<file path="config.mk">
export PLATFORM = sky130hd
export DESIGN_NAME = fwd_hazard_ctrl
export DESIGN_NICKNAME = d
export VERILOG_FILES = /design/src/rtl/fwd_hazard_ctrl.sv
export SDC_FILE = /design/constraint.sdc
export NUM_CORES = 1
export LEC_CHECK = 0
export CORE_MARGIN = 10
export CORE_UTILIZATION = 30
export DETAILED_ROUTE_END_ITERATION = 8
export PLACE_DENSITY = 0.61
export SLEW_MARGIN = 20
export SYNTH_ARGS = -nofsm -noshare
export SYNTH_HDL_FRONTEND = slang
export SYNTH_SLANG_ARGS = --single-unit
</file>
<file path="constraint.sdc">
create_clock -name clk -period 3.5 [get_ports clk]
set_input_delay 1.05 -clock clk [delete_from_list [all_inputs] [get_ports clk]]
set_output_delay 1.05 -clock clk [all_outputs]
set_load 0.005 [all_outputs]
</file>
<file path="src/rtl/fwd_hazard_ctrl.sv">
// Forwarding and hazard controller for the EX-stage operand muxes.
// Shadows the EX/MEM destination registers, registers operand selects, and raises stall/flush controls.
module fwd_hazard_ctrl #(
    parameter int RAW  = 5,
    parameter int CNTW = 32
) (
    input  logic            clk,
    input  logic            rst,
    input  logic            id_valid,
    input  logic [RAW-1:0]  id_rs1,
    input  logic [RAW-1:0]  id_rs2,
    input  logic            id_use_rs1,
    input  logic            id_use_rs2,
    input  logic [RAW-1:0]  id_rd,
    input  logic            id_we,
    input  logic            id_is_load,
    input  logic            ex_redirect,
    input  logic            mem_stall,
    output logic            stall_if,
    output logic            stall_id,
    output logic            flush_id,
    output logic            flush_ex,
    output logic [1:0]      fwd_a_sel,
    output logic [1:0]      fwd_b_sel,
    output logic [CNTW-1:0] stall_cnt
);

    logic            ex_v_q,  ex_v_d;
    logic [RAW-1:0]  ex_rd_q, ex_rd_d;
    logic            ex_we_q, ex_we_d;
    logic            ex_ld_q, ex_ld_d;
    logic            mem_v_q,  mem_v_d;
    logic [RAW-1:0]  mem_rd_q, mem_rd_d;
    logic            mem_we_q, mem_we_d;
    logic [1:0]      fwd_a_sel_q, fwd_a_sel_d;
    logic [1:0]      fwd_b_sel_q, fwd_b_sel_d;
    logic [CNTW-1:0] stall_cnt_q, stall_cnt_d;
    logic            load_use;

    // The EX producer is younger than the MEM producer, so it is checked first.
    function automatic logic [1:0] select_src(
        input logic           use_x,
        input logic [RAW-1:0] rs,
        input logic           ex_v,
        input logic           ex_we,
        input logic [RAW-1:0] ex_rd,
        input logic           mem_v,
        input logic           mem_we,
        input logic [RAW-1:0] mem_rd
    );
        logic [1:0] sel;
        sel = 2'b00;
        if (use_x && ex_v && ex_we && (ex_rd != '0) && (rs == ex_rd)) begin
            sel = 2'b10;
        end else if (use_x && mem_v && mem_we && (mem_rd != '0) && (rs == mem_rd)) begin
            sel = 2'b01;
        end
        return sel;
    endfunction

    always_comb begin
        load_use = id_valid && ex_v_q && ex_ld_q && ex_we_q && (ex_rd_q != '0) &&
                   ((id_use_rs1 && (id_rs1 == ex_rd_q)) || (id_use_rs2 && (id_rs2 == ex_rd_q)));
    end

    // A memory wait freezes everything; a redirect squashes the hazard it would otherwise stall on.
    always_comb begin
        stall_if = 1'b0;
        stall_id = 1'b0;
        flush_id = 1'b0;
        flush_ex = 1'b0;
        if (mem_stall) begin
            stall_if = 1'b1;
            stall_id = 1'b1;
        end else if (ex_redirect) begin
            flush_id = 1'b1;
            flush_ex = 1'b1;
        end else if (load_use) begin
            stall_if = 1'b1;
            stall_id = 1'b1;
            flush_ex = 1'b1;
        end
    end

    always_comb begin
        ex_v_d      = ex_v_q;
        ex_rd_d     = ex_rd_q;
        ex_we_d     = ex_we_q;
        ex_ld_d     = ex_ld_q;
        mem_v_d     = mem_v_q;
        mem_rd_d    = mem_rd_q;
        mem_we_d    = mem_we_q;
        fwd_a_sel_d = fwd_a_sel_q;
        fwd_b_sel_d = fwd_b_sel_q;
        stall_cnt_d = stall_cnt_q;
        if (!mem_stall) begin
            mem_v_d  = ex_v_q;
            mem_rd_d = ex_rd_q;
            mem_we_d = ex_we_q;
            if (flush_ex) begin
                ex_v_d      = 1'b0;
                ex_we_d     = 1'b0;
                ex_ld_d     = 1'b0;
                fwd_a_sel_d = 2'b00;
                fwd_b_sel_d = 2'b00;
            end else begin
                ex_v_d      = id_valid;
                ex_rd_d     = id_rd;
                ex_we_d     = id_we && id_valid;
                ex_ld_d     = id_is_load && id_valid;
                fwd_a_sel_d = select_src(id_use_rs1, id_rs1, ex_v_q, ex_we_q, ex_rd_q,
                                         mem_v_q, mem_we_q, mem_rd_q);
                fwd_b_sel_d = select_src(id_use_rs2, id_rs2, ex_v_q, ex_we_q, ex_rd_q,
                                         mem_v_q, mem_we_q, mem_rd_q);
            end
            if (load_use && !ex_redirect && (stall_cnt_q != '1)) begin
                stall_cnt_d = stall_cnt_q + CNTW'(1);
            end
        end
    end

    always_ff @(posedge clk) begin
        if (rst) begin
            ex_v_q      <= 1'b0;
            ex_rd_q     <= '0;
            ex_we_q     <= 1'b0;
            ex_ld_q     <= 1'b0;
            mem_v_q     <= 1'b0;
            mem_rd_q    <= '0;
            mem_we_q    <= 1'b0;
            fwd_a_sel_q <= 2'b00;
            fwd_b_sel_q <= 2'b00;
            stall_cnt_q <= '0;
        end else begin
            ex_v_q      <= ex_v_d;
            ex_rd_q     <= ex_rd_d;
            ex_we_q     <= ex_we_d;
            ex_ld_q     <= ex_ld_d;
            mem_v_q     <= mem_v_d;
            mem_rd_q    <= mem_rd_d;
            mem_we_q    <= mem_we_d;
            fwd_a_sel_q <= fwd_a_sel_d;
            fwd_b_sel_q <= fwd_b_sel_d;
            stall_cnt_q <= stall_cnt_d;
        end
    end

    assign fwd_a_sel = fwd_a_sel_q;
    assign fwd_b_sel = fwd_b_sel_q;
    assign stall_cnt = stall_cnt_q;

endmodule

</file>
==> results of run 1 <==
final timing paths:
check	startpoint	end	slack, ns	cells past startpoint
worst min-delay path	ex_ld_q$_SDFFE_PP0N_	ex_ld_q$_SDFFE_PP0N_	0.47	2
worst max register to register	stall_cnt[8]$_SDFFE_PP0P_	stall_cnt[27]$_SDFFE_PP0P_	1.15	6
worst min register to register	ex_ld_q$_SDFFE_PP0N_	ex_ld_q$_SDFFE_PP0N_	0.47	2
worst max-delay path	id_rs1[2]	stall_id	0.09	6
area by class of cell:
cell class / count / share of cell area (%)
multi-input combinational: 242 / 43.4
sequential: 51 / 27.7
timing repair buffer: 89 / 21.9
tap: 108 / 3.67
clock buffer: 8 / 2.72
inverter: 6 / 0.611
critical path, stage by stage:
cell and delay [ns]:
clkdlybuf4s50_1 0.51, xor2_1 0.28, nor3_4 0.07, o21bai_2 0.21, o21bai_1 0.11, buf_2 0.14
cell usage in the layout (no fill, tap or decap), types with 4 or more instances in the layout:
cell / netlist / routed
or3_1: 18 / 18
dfxtp_1: 51 / 51
inv_1: 6 / 6
mux2i_1: 8 / 8
o21ai_0: 18 / 17
and4_1: 4 / 4
o21ai_1: 8 / 9
nand3_1: 12 / 12
nand2b_1: 5 / 5
o31ai_1: 13 / 13
clkdlybuf4s50_1: 0 / 50
nand2_1: 23 / 23
nand4_1: 10 / 10
or4_1: 11 / 11
a21oi_2: 7 / 7
a21oi_1: 21 / 21
buf_2: 2 / 4
nand4b_1: 6 / 6
nor2_1: 20 / 20
dlygate4sd2_1: 0 / 4
xor2_1: 13 / 13
clkbuf_8: 0 / 7
buf_4: 1 / 26
xnor2_1: 9 / 9
metal layers:
layer | track usage [%] | vias up | wire [um]
met5 | 0 | - | 0
met4 | 3.55 | 0 | 79
met3 | 3.41 | 5 | 462
met2 | 18.2 | 53 | 3660
met1 | 14.9 | 1251 | 3630
li1 | - | 1326 | -
kinds of logic after synthesis:
kind of cell / count (synthesis) / synth area share [%]
buffers and inverters: 21 / 4.39
AND/OR/NAND/NOR: 133 / 29.6
multiplexers: 10 / 3.75
XOR/XNOR: 22 / 7.05
flip-flops: 51 / 37.3
adder cells (fa/ha/maj): 1 / 0.457
AO/OA/AOI/OAI: 76 / 17.4
per-stage QoR:
stage	cells	setup TNS, ns	hold WS, ns
after floorplan	314	0	0.417
after global placement	493	-1.32	0.436
after detailed placement	493	-1.52	0.446
after CTS	503	0	0.469
after global routing	504	0	0.492
final	504	0	0.470
timing repair:
item                       CTS  global route
pin swaps                    8             8
setup endpoints to repair    3             3
resized for setup           20             5
setup buffers                2             1
Yosys cell counts (3+ instances only):
| master | count | area share, % |
|---|---|---|
| mux2i_1 | 8 | 2.9 |
| and4_1 | 4 | 1.3 |
| nand4b_1 | 6 | 1.9 |
| nor2b_1 | 3 | 0.69 |
| nor4_1 | 3 | 0.69 |
| or3_1 | 18 | 4.1 |
| a21oi_1 | 21 | 3.8 |
| nor2_1 | 20 | 2.7 |
| o21ai_1 | 8 | 1.5 |
| xor2_1 | 13 | 4.2 |
| o21ai_0 | 18 | 3.3 |
| dfxtp_1 | 51 | 37 |
| inv_1 | 6 | 0.82 |
| nand3_1 | 12 | 2.2 |
| nand2_1 | 23 | 3.2 |
| nand2b_1 | 5 | 1.1 |
| nand4_1 | 10 | 2.3 |
| or4_1 | 11 | 3.0 |
| a21oi_2 | 7 | 2.2 |
| buf_6 | 4 | 1.6 |
| xnor2_1 | 9 | 2.9 |
| o31ai_1 | 13 | 3.6 |
| clkbuf_1 | 5 | 0.69 |
report_power, final:
part | switching [uW] | leakage [uW] | internal [uW]
clock | 190 | 0.0000515 | 181
combinational | 51.5 | 0.000811 | 54.7
sequential | 7.32 | 0.000412 | 585
state kept, by name (all words and copies together) (netlist names):
register   flops
stall_cnt     32
ex_rd_q        5
mem_rd_q       5
fwd_a_sel      2
fwd_b_sel      2
ex_ld_q        1
ex_v_q         1
ex_we_q        1
mem_v_q        1
mem_we_q       1
==> impl_metrics.py, run 1 <==
metrics = {
    "timing": {
        "worst_pin_slew_ns": 0.649,
        "hold_viol_final": 0,
        "fin_skew_ns": 0.00289,
        "setup_viol": 0,
        "fin_ws_ns": 0.0877,
        "period_minus_slack_ns": 3.41,
        "rsz0062_at_grt": "false",
        "period_share_pct": 97.5,
        "fmax_mhz": 293,
        "maxSlewHeadroom_pct": 56.6,
        "slew_viol_final": 0,
    },
    "final_layout": {
        "ff_latch_area_um2": 1020,
        "fillers": 902,
        "fin_util_pct": 41.8,
        "drive_above_1_share_pct": 15.9,
        "nNetsFinal": 420,
        "diodes": 0,
        "syn2layout_area_growth_pct": 34.7,
        "multi_input_area_um2": 1600,
        "stdcell_area_um2": 3680,
    },
    "clock_tree": {
        "clk_pin_slew_worst_paths_ns": 0.09,
        "numCtsBuffers": 5,
        "clockBufferDepth": 2,
        "worstSkewPairLatency_ns": 0.30,
        "postCtsHoldBufs": 0,
        "cts_sinks": 51,
        "htreeDepth": 2,
        "cts_tree": "done",
        "root_buffer": "clkbuf_8",
    },
    "detailed_routing": {
        "wirelength_um": 7830,
        "post_drt_wl_per_cell_um": 15.5,
        "via_per_inst": 5.23,
        "drc": 0,
        "drt_iter0_markers": 107,
        "ant_nets": 0,
        "dr.pass1.iters": 4,
        "vias": 2635,
    },
    "placed_design": {
        "place.gp.congestion": 0.832,
        "placement.io_buffers": 63,
        "place_ws_ns": -0.537,
        "dpl-instance-area_um2": 3570,
        "dpl.hpwl_um": 5950,
    },
    "global_route": {
        "grt_pass1_wl_um": 12500,
        "grt_pass1_vias": 2496,
        "grt_antenna_before_repair": 0,
        "grt_max_degree": 34,
        "overflow": 0,
        "gr-usage-all-layers_pct": 11.6,
    },
    "logic_synthesis": {
        "synth_warnings": 0,
        "syn_inst": 314,
        "synthFlopType": "dfxtp_1",
        "async_reset_ff_share_pct": 0,
        "synth.avg_cell_area_um2": 8.71,
        "synth_seq_area_share_pct": 37.3,
        "synth_nets": 339,
        "synth_edf_count": 0,
        "synth_seq_cells": 51,
        "synth_area_um2": 2740,
        "ys_types": 48,
    },
    "setup_path": {
        "arrival_ns": 2.36,
        "path_max_fanout": 3,
        "timing_worst_setup_path_type": "primary input to output pin",
        "crit_required_ns": 2.45,
        "critPathCaptureType": "output pin",
        "startpoint_type": "primary input",
    },
    "outcome": {
        "status": "complete, no violations",
    },
    "floorplan": {
        "fp.dieW_um": 115,
        "start_util_pct": 31.1,
        "die_h_um": 115,
        "pin_count": 64,
        "core_area_um2": 8810,
        "dieArea_um2": 13300,
        "row_count": 34,
    },
    "run": {
        "drv_cap": 0,
    },
    "worst_hold_path": {
        "hold_class": "flop to flop",
    },
    "power": {
        "p_per_area_nw_per_um2": 290,
        "p_leak_uw": 0.00127,
        "design_power_total_uw": 1070,
        "peakVddDrop_v": 0.000154,
    },
}
No activity file was read; power rests on OpenSTA's default activity.
==> inputs of run 2 (changes only) <==
Settings changed: CORE_UTILIZATION 30 to 45, MAX_ROUTING_LAYER set to met4, PLACE_DENSITY 0.61 to 0.81.
==> impl_metrics.py, run 2 (synthesized netlist as in run 1, its figures left out) <==
metrics = {
    "detailed_routing": {
        "vias": 2665,
        "post_drt_wl_per_cell_um": 15.4,
        "dr.pass1.iters": 5,
        "via_per_inst": 5.69,
        "drc": 0,
        "drt_iter0_markers": 105,
        "ant_nets": 0,
        "wirelength_um": 7230,
    },
    "clock_tree": {
        "htreeDepth": 2,
        "numCtsBuffers": 5,
        "clk_pin_slew_worst_paths_ns": 0.10,
        "clockBufferDepth": 2,
        "root_buffer": "clkbuf_8",
        "cts_tree": "done",
        "worstSkewPairLatency_ns": 0.31,
        "cts_sinks": 51,
    },
    "timing": {
        "fmax_mhz": 290,
        "period_share_pct": 98.4,
        "slew_viol_final": 0,
        "setup_viol": 0,
        "hold_viol_final": 0,
        "maxSlewHeadroom_pct": 60.3,
        "hold_ws_ns": 0.465,
        "worst_pin_slew_ns": 0.596,
        "period_minus_slack_ns": 3.44,
        "fin_skew_ns": 0.0126,
    },
    "power": {
        "seq_power_share_pct": 56.2,
        "peakVddDrop_v": 0.000217,
        "comb_power_share_pct": 9.8,
        "intPower_uw": 787,
        "p_per_area_nw_per_um2": 293,
        "switching_share_pct": 25.5,
        "p_switching_uw": 270,
        "design_power_total_uw": 1060,
        "pwr-share-clk_pct": 34.0,
        "p_leak_uw": 0.00125,
    },
    "global_route": {
        "overflow": 0,
        "grt_max_degree": 34,
        "gr-usage-all-layers_pct": 15.1,
        "grt_pass1_vias": 2519,
        "grt_antenna_before_repair": 0,
        "grt_pass1_wl_um": 12000,
    },
    "final_layout": {
        "fin_util_pct": 61.0,
        "diodes": 0,
        "largest_reg_flops": 32,
        "syn2layout_area_growth_pct": 32.0,
        "nNetsFinal": 417,
        "layout.cells.most_common_list": "dfxtp_1 (51), clkdlybuf4s50_1 (51), nand2_1 (23), buf_4 (23), a21oi_1 (21)",
        "drive_above_1_share_pct": 15.5,
    },
    "floorplan": {
        "die_h_um": 98.0,
        "pin_count": 64,
        "start_util_pct": 46.2,
        "fp.dieW_um": 98.0,
        "dieArea_um2": 9600,
        "core_area_um2": 5920,
        "row_count": 28,
    },
    "setup_path": {
        "crit_slowest_cell": "clkdlybuf4s50_1",
        "path_max_fanout": 3,
        "critPathCaptureType": "output pin",
        "startpoint_type": "primary input",
        "critical-path-max-stage-delay_ns": 0.52,
        "crit_required_ns": 2.45,
        "cp_cell_sequence": "clkdlybuf4s50_1 -> xor2_1 -> nor3_4 -> o21bai_2 -> o21bai_1 -> buf_2",
        "arrival_ns": 2.39,
        "timing_worst_setup_path_type": "primary input to output pin",
    },
    "worst_hold_path": {
        "hold_class": "flop to flop",
    },
    "run": {
        "drv_cap": 0,
    },
    "placed_design": {
        "dpl.hpwl_um": 5530,
        "placement.io_buffers": 63,
        "place.gp.congestion": 0.858,
    },
    "outcome": {
        "status": "complete, no violations",
    },
}
## run 2: cell type report
cell class,instances,area [um2]
fillers,497,2310
multi-input cells,242,1600
clock buffers,5,68.8
clock inverters,3,26.3
flip-flops and latches,51,1020
well taps,75,93.8
repair buffers,86,781
inverters,6,22.5
## run 2: power groups by stage
stage | Combinational [uW] | Sequential, uW | Clock [uW]
after floorplan | 51.8 | 604 | 0
after CTS | 103 | 594 | 369
after global routing | 113 | 595 | 386
after global placement | 105 | 607 | 0
final | 103 | 594 | 359
after detailed placement | 106 | 608 | 0
## run 2: path summary, 6_finish.rpt
path                                  start  slack, ns  cells after the start                          to
hold / removal    fwd_b_sel[0]$_SDFFE_PP0N_       0.46                      2   fwd_b_sel[0]$_SDFFE_PP0N_
setup / recovery                  id_rs1[0]       0.06                      6                    stall_id
setup reg to reg  stall_cnt[0]$_SDFFE_PP0P_       1.20                      7  stall_cnt[29]$_SDFFE_PP0P_
hold reg to reg   fwd_b_sel[0]$_SDFFE_PP0N_       0.46                      2   fwd_b_sel[0]$_SDFFE_PP0N_
## run 2: routing by layer
metal  wire, um  up-vias  global-route usage [%]
li1           -     1323                       -
met1       3160     1252                    17.8
met2       3390       77                    23.1
met3        502       13                    4.93
met4        172        0                    6.38
met5          0        -                       -
## run 2: through the flow
step | cells | setup WS [ns] | setup TNS (ns) | cell area, um2
after floorplan | 314 | 0.124 | 0 | 2740
after global placement | 458 | -0.452 | -1.33 | 3510
after detailed placement | 458 | -0.505 | -1.46 | 3510
after CTS | 467 | 0.0211 | 0 | 3600
after global routing | 468 | -0.0208 | -0.0387 | 3610
final | 468 | 0.0567 | 0 | 3610
## run 2: worst max-delay path, delay by kind of cell
| kind | cells | cell delay, ns |
|---|---|---|
| AOI/OAI and AO/OA | 2 | 0.31 |
| buffers and inverters | 2 | 0.66 |
| and+or+nand+nor | 1 | 0.08 |
| xor gates and xnor gates | 1 | 0.29 |
## run 2: repair_timing
action | 4_1_cts | 5_1_grt
pin swaps | 7 | 5
hold buffers | 0 | 0
resized for setup | 19 | 2
endpoints found under the setup margin | 3 | 3
buffers inserted | 1 | 1
